## src/rtl/debug_cmd_decoder.sv

```systemverilog
// ASCII-hex debug command line decoder: "Waadd\n" writes, "Raa\n" reads, CR ignored.
// Optional inter-byte timeout abort, compiled in when DEBUG_CMD_TIMEOUT_EN is defined.
module debug_cmd_decoder #(
    parameter int                             TIMEOUT_TICKS_WIDTH = 24,
    parameter logic [TIMEOUT_TICKS_WIDTH-1:0] TIMEOUT_TICKS       = 24'd2200000
) (
    input  logic       clk_in,
    input  logic       reset,
    input  logic [7:0] rx_data,
    input  logic       rx_valid,
    output logic       cmd_wr,
    output logic       cmd_rd,
    output logic [7:0] cmd_addr,
    output logic [7:0] cmd_data,
    output logic       cmd_error,
    output logic [7:0] status,
    output logic       busy
);

    // state   | meaning
    // IDLE    | waiting for 'W'/'R' or an empty line
    // ADDR_HI | expecting high address nibble
    // ADDR_LO | expecting low address nibble
    // DATA_HI | expecting high data nibble (write only)
    // DATA_LO | expecting low data nibble (write only)
    // TERM    | expecting the terminating LF
    // DRAIN   | discarding a rejected line up to its LF
    localparam logic [2:0] IDLE    = 3'd0;
    localparam logic [2:0] ADDR_HI = 3'd1;
    localparam logic [2:0] ADDR_LO = 3'd2;
    localparam logic [2:0] DATA_HI = 3'd3;
    localparam logic [2:0] DATA_LO = 3'd4;
    localparam logic [2:0] TERM    = 3'd5;
    localparam logic [2:0] DRAIN   = 3'd6;

    localparam logic [7:0] CH_LF = 8'h0A;
    localparam logic [7:0] CH_CR = 8'h0D;

    logic [2:0] state_q, state_d;
    logic       is_write_q, is_write_d;
    logic [7:0] addr_sh_q, addr_sh_d;
    logic [7:0] data_sh_q, data_sh_d;
    logic [7:0] cmd_addr_q, cmd_addr_d;
    logic [7:0] cmd_data_q, cmd_data_d;
    logic       cmd_wr_q, cmd_wr_d;
    logic       cmd_rd_q, cmd_rd_d;
    logic       cmd_error_q, cmd_error_d;
    logic [3:0] acc_cnt_q, acc_cnt_d;
    logic [3:0] err_cnt_q, err_cnt_d;
    logic       tmo_fire;

    logic       hex_ok;
    logic [3:0] hex_nib;
    logic       is_cmd_w;
    logic       is_cmd_r;

    always_comb begin
        hex_ok  = 1'b1;
        hex_nib = 4'd0;
        if (rx_data >= 8'h30 && rx_data <= 8'h39) begin
            hex_nib = rx_data[3:0];
        end else if ((rx_data >= 8'h41 && rx_data <= 8'h46) ||
                     (rx_data >= 8'h61 && rx_data <= 8'h66)) begin
            hex_nib = rx_data[3:0] + 4'd9;
        end else begin
            hex_ok = 1'b0;
        end
        is_cmd_w = (rx_data == 8'h57) || (rx_data == 8'h77);
        is_cmd_r = (rx_data == 8'h52) || (rx_data == 8'h72);
    end

`ifdef DEBUG_CMD_TIMEOUT_EN
    logic [TIMEOUT_TICKS_WIDTH-1:0] tmo_cnt_q, tmo_cnt_d;

    always_comb begin
        tmo_fire  = (state_q != IDLE) && !rx_valid && (tmo_cnt_q == TIMEOUT_TICKS);
        tmo_cnt_d = tmo_cnt_q + TIMEOUT_TICKS_WIDTH'(1);
        if (state_q == IDLE || rx_valid || tmo_fire) begin
            tmo_cnt_d = '0;
        end
    end

    always_ff @(posedge clk_in or negedge reset) begin
        if (!reset) begin
            tmo_cnt_q <= '0;
        end else begin
            tmo_cnt_q <= tmo_cnt_d;
        end
    end
`else
    assign tmo_fire = 1'b0;

    // Timeout parameters only matter when the abort path is compiled in.
    if (TIMEOUT_TICKS_WIDTH < 1 || TIMEOUT_TICKS == '0) begin : g_tmo_unused
    end
`endif

    always_comb begin
        state_d     = state_q;
        is_write_d  = is_write_q;
        addr_sh_d   = addr_sh_q;
        data_sh_d   = data_sh_q;
        cmd_addr_d  = cmd_addr_q;
        cmd_data_d  = cmd_data_q;
        cmd_wr_d    = 1'b0;
        cmd_rd_d    = 1'b0;
        cmd_error_d = 1'b0;
        acc_cnt_d   = acc_cnt_q;

        if (rx_valid && rx_data != CH_CR) begin
            case (state_q)
                IDLE: begin
                    if (is_cmd_w || is_cmd_r) begin
                        is_write_d = is_cmd_w;
                        state_d    = ADDR_HI;
                    end else if (rx_data != CH_LF) begin
                        cmd_error_d = 1'b1;
                        state_d     = DRAIN;
                    end
                end
                ADDR_HI, ADDR_LO, DATA_HI, DATA_LO: begin
                    if (hex_ok) begin
                        case (state_q)
                            ADDR_HI: begin
                                addr_sh_d[7:4] = hex_nib;
                                state_d        = ADDR_LO;
                            end
                            ADDR_LO: begin
                                addr_sh_d[3:0] = hex_nib;
                                state_d        = is_write_q ? DATA_HI : TERM;
                            end
                            DATA_HI: begin
                                data_sh_d[7:4] = hex_nib;
                                state_d        = DATA_LO;
                            end
                            default: begin
                                data_sh_d[3:0] = hex_nib;
                                state_d        = TERM;
                            end
                        endcase
                    end else begin
                        cmd_error_d = 1'b1;
                        state_d     = (rx_data == CH_LF) ? IDLE : DRAIN;
                    end
                end
                TERM: begin
                    if (rx_data == CH_LF) begin
                        cmd_addr_d = addr_sh_q;
                        if (is_write_q) begin
                            cmd_data_d = data_sh_q;
                            cmd_wr_d   = 1'b1;
                        end else begin
                            cmd_rd_d   = 1'b1;
                        end
                        acc_cnt_d = acc_cnt_q + 4'd1;
                        state_d   = IDLE;
                    end else begin
                        cmd_error_d = 1'b1;
                        state_d     = DRAIN;
                    end
                end
                default: begin
                    if (rx_data == CH_LF) begin
                        state_d = IDLE;
                    end
                end
            endcase
        end else if (tmo_fire) begin
            cmd_error_d = 1'b1;
            state_d     = IDLE;
        end

        err_cnt_d = err_cnt_q;
        if (cmd_error_d && err_cnt_q != 4'hF) begin
            err_cnt_d = err_cnt_q + 4'd1;
        end
    end

    always_ff @(posedge clk_in or negedge reset) begin
        if (!reset) begin
            state_q     <= IDLE;
            is_write_q  <= 1'b0;
            addr_sh_q   <= 8'd0;
            data_sh_q   <= 8'd0;
            cmd_addr_q  <= 8'd0;
            cmd_data_q  <= 8'd0;
            cmd_wr_q    <= 1'b0;
            cmd_rd_q    <= 1'b0;
            cmd_error_q <= 1'b0;
            acc_cnt_q   <= 4'd0;
            err_cnt_q   <= 4'd0;
        end else begin
            state_q     <= state_d;
            is_write_q  <= is_write_d;
            addr_sh_q   <= addr_sh_d;
            data_sh_q   <= data_sh_d;
            cmd_addr_q  <= cmd_addr_d;
            cmd_data_q  <= cmd_data_d;
            cmd_wr_q    <= cmd_wr_d;
            cmd_rd_q    <= cmd_rd_d;
            cmd_error_q <= cmd_error_d;
            acc_cnt_q   <= acc_cnt_d;
            err_cnt_q   <= err_cnt_d;
        end
    end

    assign cmd_wr    = cmd_wr_q;
    assign cmd_rd    = cmd_rd_q;
    assign cmd_addr  = cmd_addr_q;
    assign cmd_data  = cmd_data_q;
    assign cmd_error = cmd_error_q;
    assign status    = {err_cnt_q, acc_cnt_q};
    assign busy      = (state_q != IDLE);

endmodule

```

## config.mk

```make
export PLATFORM = sky130hd
export DESIGN_NAME = debug_cmd_decoder
export DESIGN_NICKNAME = d
export VERILOG_FILES = /design/src/rtl/debug_cmd_decoder.sv
export SDC_FILE = /design/constraint.sdc
export NUM_CORES = 1
export LEC_CHECK = 0
export ABC_CLOCK_PERIOD_IN_PS = 2000
export CORE_UTILIZATION = 50
export CTS_BUF_LIST = sky130_fd_sc_hd__clkbuf_4
export CTS_CLUSTER_SIZE = 8
export DETAILED_ROUTE_END_ITERATION = 6
export PLACE_DENSITY = 0.79
export SYNTH_ARGS = -nofsm -noshare
export SYNTH_HDL_FRONTEND = slang
export SYNTH_SLANG_ARGS = --single-unit
export TNS_END_PERCENT = 20
```

## constraint.sdc

```tcl
create_clock -name clk_in -period 2 [get_ports clk_in]
set_input_delay 0.4 -clock clk_in [delete_from_list [all_inputs] [get_ports clk_in]]
set_output_delay 0.4 -clock clk_in [all_outputs]
set_load 0.02 [all_outputs]
```

# After elaboration in Yosys (flattened, before gate mapping)
# Index checks and enable logic that the tools add are counted.
[op_classes]
muxes = 26
bitwise = 1
eq_ne = 14
n_reduce_logical = 22
add_sub_neg = 3
magnitude_cmp = 6
[ops]
columns = ["operator", "n"]
rows = [
  ["equality test 8 x 7 -> 1 bit, second input constant", 4],
  ["AND reduction 4 bit", 5],
  ["two-way mux 3 bit", 6],
  ["one-hot mux 3 bit (3 select lines)", 2],
  ["greater-or-equal comparator 8 x 7 -> 1 bit, second input constant", 2],
  ["<= comparator 8 x 7 -> 1 bit, second input constant", 2],
  ["!= test 8 x 4 -> 1 bit, second input constant", 2],
  ["two-way mux 1 bit", 15],
  ["AND reduction 3 bit", 3],
  ["adder 4 x 1 -> 4 bit, second input constant", 2],
  ["equality test 8 x 4 -> 1 bit, second input constant", 1],
  ["greater-or-equal comparator 8 x 6 -> 1 bit, second input constant", 1],
  ["<= comparator 8 x 6 -> 1 bit, second input constant", 1],
  ["two-way mux 4 bit", 2],
  ["equality test 3 x 2 -> 1 bit, second input constant", 2],
  ["equality test 3 bit, second input constant", 2],
  ["logical AND 1 bit", 5],
  ["adder 4 bit, second input constant", 1],
  ["logical OR 1 bit", 4],
  ["!= test 4 bit, second input constant", 1],
  ["nonzero test 4 bit", 1],
  ["OR reduction 4 bit", 1],
  ["equality test 3 x 1 -> 1 bit, second input constant", 1],
  ["zero test 3 bit", 1],
  ["5 further kinds", 5],
]
[totals]
in_bits = 11
register_bits = 47

# Depth between registers and ports, before layout
# Gate-level depths: netlist of run 1.
[logic_depth]
ltp_word = 9
mapped_depth = 9
ltp_nobuf = 8

# Worst setup path before layout of run 1
# OpenSTA, ideal clock, no wires.
[synth_path]
path_type = "input port to flip-flop"
startpoint = "in rx_data[0]"
endpoint = "reg data_sh_q[6]"
arrival_time_ns = 2.351
path_slack_ns = -0.476
stages = 8
path_buffers = 1
required_ns = 1.875
setup_ns = 0.125
cell_sequence = "inv_1 > ha_1 > o21bai_1 > a2111oi_4 > nor2_2 > or4_1 > clkbuf_2 > mux2_4"
[synth_between]
elab_chain_cells = 6
[synth_lines]
columns = ["item", "line_no", "rtl"]
rows = [
  ["start, declared", "9", "input logic [7:0] rx_data,"],
  ["greater-or-equal comparator 8 x 7 -> 1 bit (tied with other cells)", "62", "end else if ((rx_data >= 8'h41 && rx_data <= 8'h46) ||"],
  ["logical AND 1 bit (on tied branches)", "62, 63", ""],
  ["logical OR 1 bit", "62", ""],
  ["two-way mux 1 bit", "62", ""],
  ["two-way mux 1 bit", "60", "if (rx_data >= 8'h30 && rx_data <= 8'h39) begin"],
  ["AND reduction 4 bit (no source line)", "-", ""],
  ["end signal, assigned", "196", "data_sh_q <= data_sh_d;"],
  ["end, declared", "42", "logic [7:0] data_sh_q, data_sh_d;"],
]
# Several ways; a longest one is shown, not always the timed one.
# A chain may end at the register's enable or synchronous reset.

# Final worst setup path of run 1
[layout_path]
startpoint = "in rx_data[0]"
endpoint = "reg err_cnt_q[1]"
[layout_between]
elab_chain_cells = 9
[layout_lines]
columns = ["item", "line_no", "rtl"]
rows = [
  ["greater-or-equal comparator 8 x 7 -> 1 bit (tied with other cells)", "62", ""],
  ["logical AND 1 bit (on tied branches)", "62, 63", ""],
  ["logical OR 1 bit", "62", ""],
  ["two-way mux 1 bit", "62", ""],
  ["two-way mux 1 bit", "60", ""],
  ["two-way mux 1 bit", "122", "if (hex_ok) begin"],
  ["one-hot mux 1 bit (3 select lines)", "111", "case (state_q)"],
  ["two-way mux 1 bit *", "110", "if (rx_valid && rx_data != CH_CR) begin"],
  ["via cmd_error_d", "47", "logic cmd_error_q, cmd_error_d;"],
  ["logical AND 1 bit *", "174", "if (cmd_error_d && err_cnt_q != 4'hF) begin"],
  ["end signal, assigned", "203", "err_cnt_q <= err_cnt_d;"],
  ["end, declared", "49", "logic [3:0] err_cnt_q, err_cnt_d;"],
]
# Mark *: on every way through the listed nets, which the timed path passes. The rest lies on a longest branch.

==> key figures, run 1 <==
Run status
  – Status: complete, but fails checks
  – Violated checks: negative setup slack

Yosys
  – Ys flop type: sky130_fd_sc_hd__dfrtp_1
  – Unique cell type count in the Yosys netlist: 47
  – Netlist Area Pre-Place: 2300 sq um
  – Synthesized flop and latch total: 47
  – Count of warnings emitted by yosys: 0
  – Proportion of synthesized flip-flops having asynchronous set or reset: 100.0%
  – Synth Area per Inst: 10.31 sq um
  – Sequential-to-total area share from yosys stat: 51.14%
  – Synth top cells by count: 47 x sky130_fd_sc_hd__dfrtp_1, 45 x sky130_fd_sc_hd__nand2_1, 14 x sky130_fd_sc_hd__a21oi_1, 14 x sky130_fd_sc_hd__mux2_2, 14 x sky130_fd_sc_hd__nor2_1
  – Synth Net Count: 240
  – Most common cell in the synthesized netlist: sky130_fd_sc_hd__dfrtp_1
  – Post-Synthesis Cells: 223
  – Number of flops mapped to enable cells by yosys: 0
  – Largest cells by area after synthesis: sky130_fd_sc_hd__dfrtp_1 51%, sky130_fd_sc_hd__nand2_1 7.3%, sky130_fd_sc_hd__mux2_2 6.9%
  – Cell accounting for the most synthesized area: sky130_fd_sc_hd__dfrtp_1
  – Area share of the largest cell type after synthesis: 51.14%

Placement
  – DP Worst Slack: -0.8983 ns
  – Detailed-placement wirelength estimate: 3765 microns
  – Buffers on Ports: 38
  – Weighted congestion at the end of routability-driven global placement: 0.9508

Floorplanning
  – I/O pin count: 39
  – Die Span Y: 69.82 microns
  – FP Rows: 24
  – Starting utilization of the core area: 52.45%
  – Die outline area: 4875 sq um
  – Core region area: 4384 sq um
  – Die extent in x: 69.82 microns

Setup path
  – Required @ worst endpoint: 2.26 ns
  – Most frequent CP cell: sky130_fd_sc_hd__buf_4
  – Endpoint class of the critical path: flop
  – Cell-by-cell trace of the critical path: buf_2, inv_2, ha_4, o21bai_4, a2111oi_4, buf_4, buf_4, nor4_2, a211o_1, and2_4, mux2_2
  – Length in cells of the worst reg-to-reg path: 7
  – Startpoint-to-endpoint class of the critical path: primary input to flop
  – Peak per-stage delay on the critical path: 0.32 ns
  – Startpoint class of the critical path: primary input
  – Family with the most delay on the worst path: buffers and inverters
  – Worst EP arrival: 2.28 ns
  – Combined buffer and inverter count along the critical path: 4
  – Crit path depth: 11
  – CP max-delay cell: sky130_fd_sc_hd__mux2_2
  – Critical path peak fanout: 4

Timing
  – Final hold viol count: 0
  – Sum Neg Setup Slack: -0.01833 ns
  – Final setup fails: 2
  – Final Critical Period: 2.017 ns
  – Upper clock frequency limit: 495.8 MHz
  – Unrepaired setup endpoints after global routing: yes
  – Measured slew at the worst slew-check pin: 0.5703 ns
  – Final worst clock skew: 0.007927 ns
  – Worst Slack Setup Final: -0.01694 ns
  – Worst-case headroom to the max-slew limit: 61.98%
  – Max-slew violations: 0
  – Share of the clock period used by the worst path after layout: 100.8%

Pwr
  – Worst VDD drop: 0.0005504 V
  – Areal power density over the cells: 577.5 nW/um^2
  – Post-layout power: 1.901 mW
  – Pleak: 1.551 nW

Routing
  – Remaining routing DRC violations: 0
  – ANT nets after route: 0
  – Detailed Route WL: 5646 microns
  – Ratio of routed vias to standard cells: 5.527
  – Routed via count: 2,012
  – Number of iterations in the first detailed-routing pass: 4
  – Starting DRT DRC Count: 136
  – Routed len/inst: 15.51 microns

Clock network
  – Clock-pin slew on the worst setup and hold paths: 0.14 ns
  – Clock tree from TritonCTS: done
  – Max Root-Sink Buffers: 2
  – Root buffer cell: sky130_fd_sc_hd__clkbuf_4
  – Clock latency on the worst-skew pair: 0.36 ns
  – Sink Count: 47
  – Clock buffers created by TritonCTS: 5
  – H-tree levels: 2

Finish
  – Total area of multi-input combinational cells: 1241 sq um
  – Total number of nets in the final design: 328
  – Final core utilization: 75.09%
  – Combined flip-flop and latch cell area: 1177 sq um
  – Fraction of final layout cells sized beyond drive strength 1: 35.26%
  – Layout overhead on the synthesized area: 43.14%
  – Number of antenna diodes: 0
  – Fillers: 299

GRT
  – Maximum number of pins on one net before global-route repair: 48
  – Global-route wire length before repair: 9108 microns
  – GRT Total Usage: 23.83%
  – Vias in the first global route: 1,910
  – Initial antenna violation count: 0
  – Total grt overflow: 0

Hold path
  – Class of the tightest hold or removal check: primary input to asynchronous set/reset pin

Flow run
  – Max-cap check violation count: 0
cells in the final DEF (no fill, tap or decap), types with 2 or more instances in the layout:
cell type                         Yosys  routed
sky130_fd_sc_hd__buf_4                1      50
sky130_fd_sc_hd__dfrtp_1             47      46
sky130_fd_sc_hd__nand2_1             45      44
sky130_fd_sc_hd__clkdlybuf4s50_1      0      28
sky130_fd_sc_hd__nor2_1              14      14
sky130_fd_sc_hd__a21oi_1             14      13
sky130_fd_sc_hd__mux2_2              14      12
sky130_fd_sc_hd__o21ai_0             11      10
sky130_fd_sc_hd__nand3_1              5       5
sky130_fd_sc_hd__nand2b_1             5       5
sky130_fd_sc_hd__clkbuf_4             0       5
sky130_fd_sc_hd__buf_2                1       5
sky130_fd_sc_hd__inv_1                6       4
sky130_fd_sc_hd__and3_1               4       4
sky130_fd_sc_hd__nor4_4               2       4
sky130_fd_sc_hd__xnor2_1              4       4
sky130_fd_sc_hd__ha_1                 6       4
sky130_fd_sc_hd__nand4_1              3       3
sky130_fd_sc_hd__mux2_4               1       3
sky130_fd_sc_hd__nor3_2               0       2
sky130_fd_sc_hd__or4_4                0       2
sky130_fd_sc_hd__nor4_2               1       2
sky130_fd_sc_hd__o21a_1               2       2
sky130_fd_sc_hd__mux2i_1              2       2
sky130_fd_sc_hd__ha_4                 0       2
sky130_fd_sc_hd__dlygate4sd2_1        0       2
routing by layer:
layer / routed length, microns / track usage [%] / up-vias
li1: - / - / 957
met1: 2345 / 30.59 / 966
met2: 2869 / 40.92 / 76
met3: 307 / 4.797 / 13
met4: 123 / 6.667 / 0
met5: 0 / 0 / -
timing repair:
action                     4_1_cts  5_1_grt
resized for setup               49       14
hold buffers                     0        0
pin swaps                       11       12
buffers inserted                 4        2
setup endpoints to repair       45       23
kinds of logic (layout without fill, tap and decap cells):
group,after synthesis,count (layout),synth area share (%)
and+or+nand+nor,96,96,21.71
buffers and inverters,13,102,2.393
muxes,17,17,8.378
AOI/OAI and AO/OA,39,39,11.21
DFF,47,47,51.14
adders and majority gates,6,6,3.264
xor gates and xnor gates,5,5,1.904
final timing paths:
check	start	to	slack, ns
max reg2reg	state_q[0]	cmd_data[6]	0.14
max in group asynchronous	reset	state_q[0]	1.48
min in group clk_in	acc_cnt_q[3]	acc_cnt_q[3]	0.49
min	reset	data_sh_q[4]	0.11
min reg2reg	acc_cnt_q[3]	acc_cnt_q[3]	0.49
max	rx_data[0]	err_cnt_q[1]	-0.02
per-stage QoR:
step | instance area (sq um) | hold slack, ns | instances
6_report | 3292 | 0.1106 | 364
5_1_grt | 3292 | 0.1441 | 364
4_1_cts | 3209 | 0.1329 | 362
3_5_place_dp | 3055 | 0.4556 | 350
3_3_place_gp | 3055 | 0.4546 | 350
2_1_floorplan | 2330 | 0.1044 | 223
power breakdown:
group	internal (mW)	leakage [nW]	switching (mW)
Clock	0.135	0.0288	0.310
Combinational	0.189	0.882	0.219
Sequential	0.996	0.640	0.0520
worst reg2reg max path: stages (launching register included):
cell and delay, ns:
sky130_fd_sc_hd__dfrtp_2 0.50, sky130_fd_sc_hd__buf_4 0.20, sky130_fd_sc_hd__inv_1 0.12, sky130_fd_sc_hd__nor3_2 0.22
sky130_fd_sc_hd__and3_1 0.20, sky130_fd_sc_hd__nand2_1 0.06, sky130_fd_sc_hd__buf_4 0.18, sky130_fd_sc_hd__mux2_2 0.28
layout make-up:
type | count | share of cell area (%)
tap | 52 | 1.976
inverter | 6 | 0.7602
clock inverter | 3 | 0.6081
sequential | 47 | 35.77
timing repair buffer | 88 | 22.04
clock buffer | 5 | 1.140
multi-input combinational | 163 | 37.70
registers in the layout, indices dropped and copies added (netlist names):
signal / flops
cmd_error: 1
err_cnt_q: 4
cmd_data: 8
cmd_addr: 8
addr_sh_q: 8
is_write_q: 1
cmd_wr: 1
cmd_rd: 1
state_q: 3
acc_cnt_q: 4
data_sh_q: 8
Note: power is estimated with default switching activity, not from simulation.
==> run 2, diff against run 1 <==
- PLACE_DENSITY: 0.79 -> not set
- PLACE_DENSITY_LB_ADDON: not set -> 0.25
==> key figures, run 2 (synthesized netlist as in run 1, its figures left out) <==
Finish
  – Most common library cell in the layout ignoring fill and taps: sky130_fd_sc_hd__dfrtp_1
  – Fillers: 335
  – Top library cells by usage in the layout, fill and taps aside: 47 x sky130_fd_sc_hd__dfrtp_1, 46 x sky130_fd_sc_hd__buf_4, 44 x sky130_fd_sc_hd__nand2_1
  – Final core utilization: 74.63%
  – Fraction of final layout cells sized beyond drive strength 1: 33.97%
  – Number of antenna diodes: 0
  – Cell area after layout: 3272 sq um
  – Layout overhead on the synthesized area: 42.27%
  – Total number of nets in the final design: 328

Setup path
  – Endpoint class of the critical path: flop
  – Cell-by-cell trace of the critical path: buf_2, or3b_4, nor4_4, buf_4, nor4_2, a211o_1, and2_1, mux2_2
  – Worst setup slack for register-to-register paths: 0.11 ns
  – Critical path peak fanout: 5
  – Crit path depth: 8
  – Family with the most delay on the worst path: simple AND/OR/NAND/NOR gates
  – Required @ worst endpoint: 2.27 ns
  – Worst EP arrival: 2.23 ns
  – Startpoint-to-endpoint class of the critical path: primary input to flop
  – Startpoint class of the critical path: primary input
  – Reg-to-reg critical path endpoint: err_cnt_q[1]
  – Combined buffer and inverter count along the critical path: 2
  – Length in cells of the worst reg-to-reg path: 7
  – CP max-delay cell: sky130_fd_sc_hd__or3b_4
  – Peak per-stage delay on the critical path: 0.40 ns
  – Startpoint of the worst-slack reg-to-reg timing path: state_q[0]

Floorplanning
  – Starting utilization of the core area: 52.45%
  – Die outline area: 4875 sq um
  – FP Rows: 24
  – Core region area: 4384 sq um
  – Die Span Y: 69.82 microns
  – I/O pin count: 39
  – Die extent in x: 69.82 microns

GRT
  – Maximum number of pins on one net before global-route repair: 48
  – Total grt overflow: 0
  – GRT Total Usage: 23.19%
  – Initial antenna violation count: 0
  – Global-route wire length before repair: 8714 microns
  – Vias in the first global route: 1,950

Pwr
  – Areal power density over the cells: 580.0 nW/um^2
  – Worst VDD drop: 0.0004893 V
  – Pleak: 1.548 nW
  – Post-layout power: 1.898 mW

Placement
  – Buffers on Ports: 38
  – Instance area at placement: 3068 sq um
  – Weighted congestion at the end of routability-driven global placement: 0.9163
  – Detailed-placement wirelength estimate: 3829 microns

Timing
  – Final Critical Period: 1.963 ns
  – Upper clock frequency limit: 509.4 MHz
  – Final setup fails: 0
  – Final hold viol count: 0
  – Worst-case headroom to the max-slew limit: 61.86%
  – Measured slew at the worst slew-check pin: 0.5722 ns
  – Unrepaired setup endpoints after global routing: yes
  – Share of the clock period used by the worst path after layout: 98.15%
  – Max-slew violations: 0
  – Final worst clock skew: 0.01353 ns
  – Sum Neg Setup Slack: 0 ns

Flow run
  – Max-cap check violation count: 0

Clock network
  – Clock tree from TritonCTS: done
  – Clock-pin slew on the worst setup and hold paths: 0.13 ns
  – Sink Count: 47
  – Root buffer cell: sky130_fd_sc_hd__clkbuf_4
  – H-tree levels: 2
  – Clock latency on the worst-skew pair: 0.37 ns
  – Clock buffers created by TritonCTS: 5
  – Max Root-Sink Buffers: 2

Routing
  – Ratio of routed vias to standard cells: 5.500
  – Routed len/inst: 14.14 microns
  – Remaining routing DRC violations: 0
  – Detailed Route WL: 5148 microns
  – Routed via count: 2,002
  – Number of iterations in the first detailed-routing pass: 4
  – Starting DRT DRC Count: 149
  – ANT nets after route: 0

Run status
  – Status: finished clean

Hold path
  – Class of the tightest hold or removal check: primary input to asynchronous set/reset pin
==> run 2: timing repair <==
item	CTS	global route
pin swaps	9	4
resized for setup	49	9
hold buffers	0	0
endpoints found under the setup margin	46	20
setup buffers	6	0
==> run 2: how the worst max path moves through the flow <==
stage                     slack (ns)           end        from
after floorplan                -0.45  data_sh_q[6]  rx_data[3]
after global placement         -0.86  err_cnt_q[1]  rx_data[0]
after detailed placement       -0.95  err_cnt_q[1]  rx_data[0]
after CTS                       0.02  data_sh_q[6]  rx_data[2]
after global routing           -0.01          busy  state_q[2]
final                           0.04  err_cnt_q[1]  rx_data[7]
==> run 2: stage by stage <==
step | setup slack, ns | hold WS, ns | cells
final | 0.03691 | 0.08841 | 364
after global routing | -0.01120 | 0.1258 | 364
after CTS | 0.01501 | 0.1057 | 364
after detailed placement | -0.9516 | 0.4605 | 350
after global placement | -0.8598 | 0.4513 | 350
after floorplan | -0.4483 | 0.1044 | 223
==> run 2: power by group <==
group | switching [mW] | total, mW | internal, mW
clock | 0.301 | 0.451 | 0.150
combinational | 0.215 | 0.409 | 0.194
sequential | 0.0430 | 1.04 | 0.995
==> run 2: area by class of cell <==
cell class | count | area [sq um] | area share (%)
clock inverters | 2 | 12.51 | 0.3824
inverters | 6 | 25.02 | 0.7648
well taps | 52 | 65.06 | 1.989
flip-flops and latches | 47 | 1176 | 35.95
multi-input cells | 163 | 1207 | 36.90
clock buffers | 6 | 45.04 | 1.377
repair buffers | 88 | 740.7 | 22.64
==> run 2: routing by layer <==
metal / routed length, microns / global-route usage, % / up-vias
li1: - / - / 956
met1: 2193 / 29.76 / 971
met2: 2587 / 38.57 / 66
met3: 267 / 4.651 / 9
met4: 100 / 9.111 / 0
met5: 0 / 0 / -
==> run 3, diff against run 2 <==
- DONT_BUFFER_PORTS: not set -> 1
==> key figures, run 3 (synthesized netlist as in run 1, its figures left out) <==
Routing
  – Remaining routing DRC violations: 0
  – Highest metal layer with signal wires: met4
  – Ratio of routed vias to standard cells: 5.489
  – Number of iterations in the first detailed-routing pass: 4
  – Met3 WL: 181 microns
  – Routed via count: 1,729
  – Detailed Route WL: 4713 microns
  – Detail Route met2 WL: 2210 microns
  – Post-Route M1 WL: 2252 microns
  – Starting DRT DRC Count: 88
  – Routed len/inst: 14.96 microns
  – ANT nets after route: 0

Finish
  – Total number of nets in the final design: 280
  – Fraction of final layout cells sized beyond drive strength 1: 30.04%
  – Number of antenna diodes: 0
  – Fillers: 363
  – Most common library cell in the layout ignoring fill and taps: sky130_fd_sc_hd__dfrtp_1
  – Layout overhead on the synthesized area: 22.03%
  – Cell area after layout: 2806 sq um
  – Top library cells by usage in the layout, fill and taps aside: 47 x sky130_fd_sc_hd__dfrtp_1, 45 x sky130_fd_sc_hd__nand2_1, 37 x sky130_fd_sc_hd__buf_4

Clock network
  – Clock latency on the worst-skew pair: 0.35 ns
  – Sink Count: 47
  – Clock tree from TritonCTS: done
  – Root buffer cell: sky130_fd_sc_hd__clkbuf_4
  – Clock buffers created by TritonCTS: 5
  – H-tree levels: 2
  – Clock-pin slew on the worst setup and hold paths: 0.13 ns
  – Max Root-Sink Buffers: 2

Setup path
  – Required @ worst endpoint: 2.26 ns
  – CP max-delay cell: sky130_fd_sc_hd__dfrtp_1
  – Startpoint-to-endpoint class of the critical path: flop to flop
  – Endpoint class of the critical path: flop
  – Peak per-stage delay on the critical path: 0.40 ns
  – Cell-by-cell trace of the critical path: nor3_1, inv_1, nor4_2, a211o_1, and2_1, mux2_2
  – Worst EP arrival: 2.19 ns
  – Startpoint class of the critical path: flop
  – Critical path peak fanout: 4

GRT
  – Initial antenna violation count: 0
  – Maximum number of pins on one net before global-route repair: 48
  – Global-route wire length before repair: 8190 microns
  – GRT Total Usage: 21.30%
  – Total grt overflow: 0
  – Vias in the first global route: 1,698

Timing
  – Final worst clock skew: 0.009014 ns
  – Final hold viol count: 0
  – Share of the clock period used by the worst path after layout: 96.63%
  – Upper clock frequency limit: 517.4 MHz
  – Final Critical Period: 1.933 ns
  – Worst-case headroom to the max-slew limit: 68.55%
  – Sum Neg Setup Slack: 0 ns
  – Final setup fails: 0
  – Unrepaired setup endpoints after global routing: yes
  – Measured slew at the worst slew-check pin: 0.4586 ns
  – Max-slew violations: 0

Pwr
  – Cell Int Power: 1.395 mW
  – Switch share: 26.07%
  – Power share of the combinational group: 14.8%
  – Pleak: 1.356 nW
  – Sequential group share of total power: 56.3%
  – Worst VDD drop: 0.0003907 V
  – Share of total power in the clock network: 29.0%
  – NetSw: 491.8 uW
  – Areal power density over the cells: 672.2 nW/um^2

Floorplanning
  – FP Rows: 24
  – Die extent in x: 69.82 microns
  – Core region area: 4384 sq um
  – I/O pin count: 39
  – Starting utilization of the core area: 52.45%
  – Die outline area: 4875 sq um
  – Die Span Y: 69.82 microns

Placement
  – Weighted congestion at the end of routability-driven global placement: 0.9142
  – Instance area at placement: 2613 sq um
  – Detailed-placement wirelength estimate: 3454 microns
  – Buffers on Ports: 0

Hold path
  – Class of the tightest hold or removal check: primary input to flop

Run status
  – Status: finished clean

Flow run
  – Max-cap check violation count: 0
[run 3: cell count changes in the layout (fill, tap and decap cells not counted), sizes merged]
cell and change:
bufinv +1, buf -17, clkinvlp +2, inv -2, dlygate4sd3 +1, dlygate4sd2 -3, clkbuf -1, clkinv -2
clkdlybuf4s50 -28
[run 3: cell type report]
type	instances	area (sq um)	share of cell area [%]
clock inverters	1	30.03	1.070
flip-flops and latches	47	1176	41.91
multi-input cells	163	1134	40.39
well taps	52	65.06	2.318
repair buffers	40	326.6	11.64
clock buffers	6	45.04	1.605
inverters	6	30.03	1.070
[run 3: power groups by stage]
stage	sequential, mW	clock (mW)	combinational, mW
3_5_place_dp	1.08	0	0.239
6_report	1.06	0.546	0.279
2_1_floorplan	1.07	0	0.160
4_1_cts	1.06	0.561	0.268
5_1_grt	1.07	0.595	0.312
3_3_place_gp	1.08	0	0.235
[run 3: worst paths after layout]
path	from	end	slack, ns	cells after the start
max	state_q[2]	err_cnt_q[1]	0.07	6
min	rx_data[3]	is_write_q	0.32	2
max reg2reg	state_q[2]	err_cnt_q[1]	0.07	6
min reg2reg	addr_sh_q[7]	cmd_addr[7]	0.48	2
max in group asynchronous	reset	addr_sh_q[3]	1.26	2
min in group asynchronous	reset	data_sh_q[2]	0.55	2
[run 3: metal layers]
| metal | up-vias | track usage, % |
|---|---|---|
| met5 | - | 0 |
| met4 | 0 | 6.889 |
| li1 | 857 | - |
| met1 | 826 | 28.86 |
| met2 | 40 | 33.44 |
| met3 | 6 | 5.523 |
[run 3: per-stage QoR]
step	power, mW	hold WS (ns)	utilization, %	setup slack (ns)	cells
after CTS	1.892	0.3061	62.30	0.01567	312
after global placement	1.317	0.1057	59.59	-0.3055	303
after floorplan	1.232	0.1044	-	-0.4483	223
final	1.886	0.3152	64.01	0.06740	315
after detailed placement	1.320	0.1055	59.59	-0.3694	303
after global routing	1.977	0.3039	64.01	-0.02907	315
[run 3: critical path, delay by kind of cell, from the launching register on]
kind | cells | cell delay (ns)
AO/OA/AOI/OAI | 1 | 0.21
buffers and inverters | 1 | 0.11
flip-flops | 1 | 0.40
multiplexers | 1 | 0.33
AND/OR/NAND/NOR | 3 | 0.78
[run 3: timing repair]
action | CTS | global route
resized for setup | 1 | 11
hold endpoints to repair | 47 | 0
hold buffers | 2 | 0
endpoints found under the setup margin | 1 | 20
pin swaps | 0 | 4
setup buffers | 0 | 3
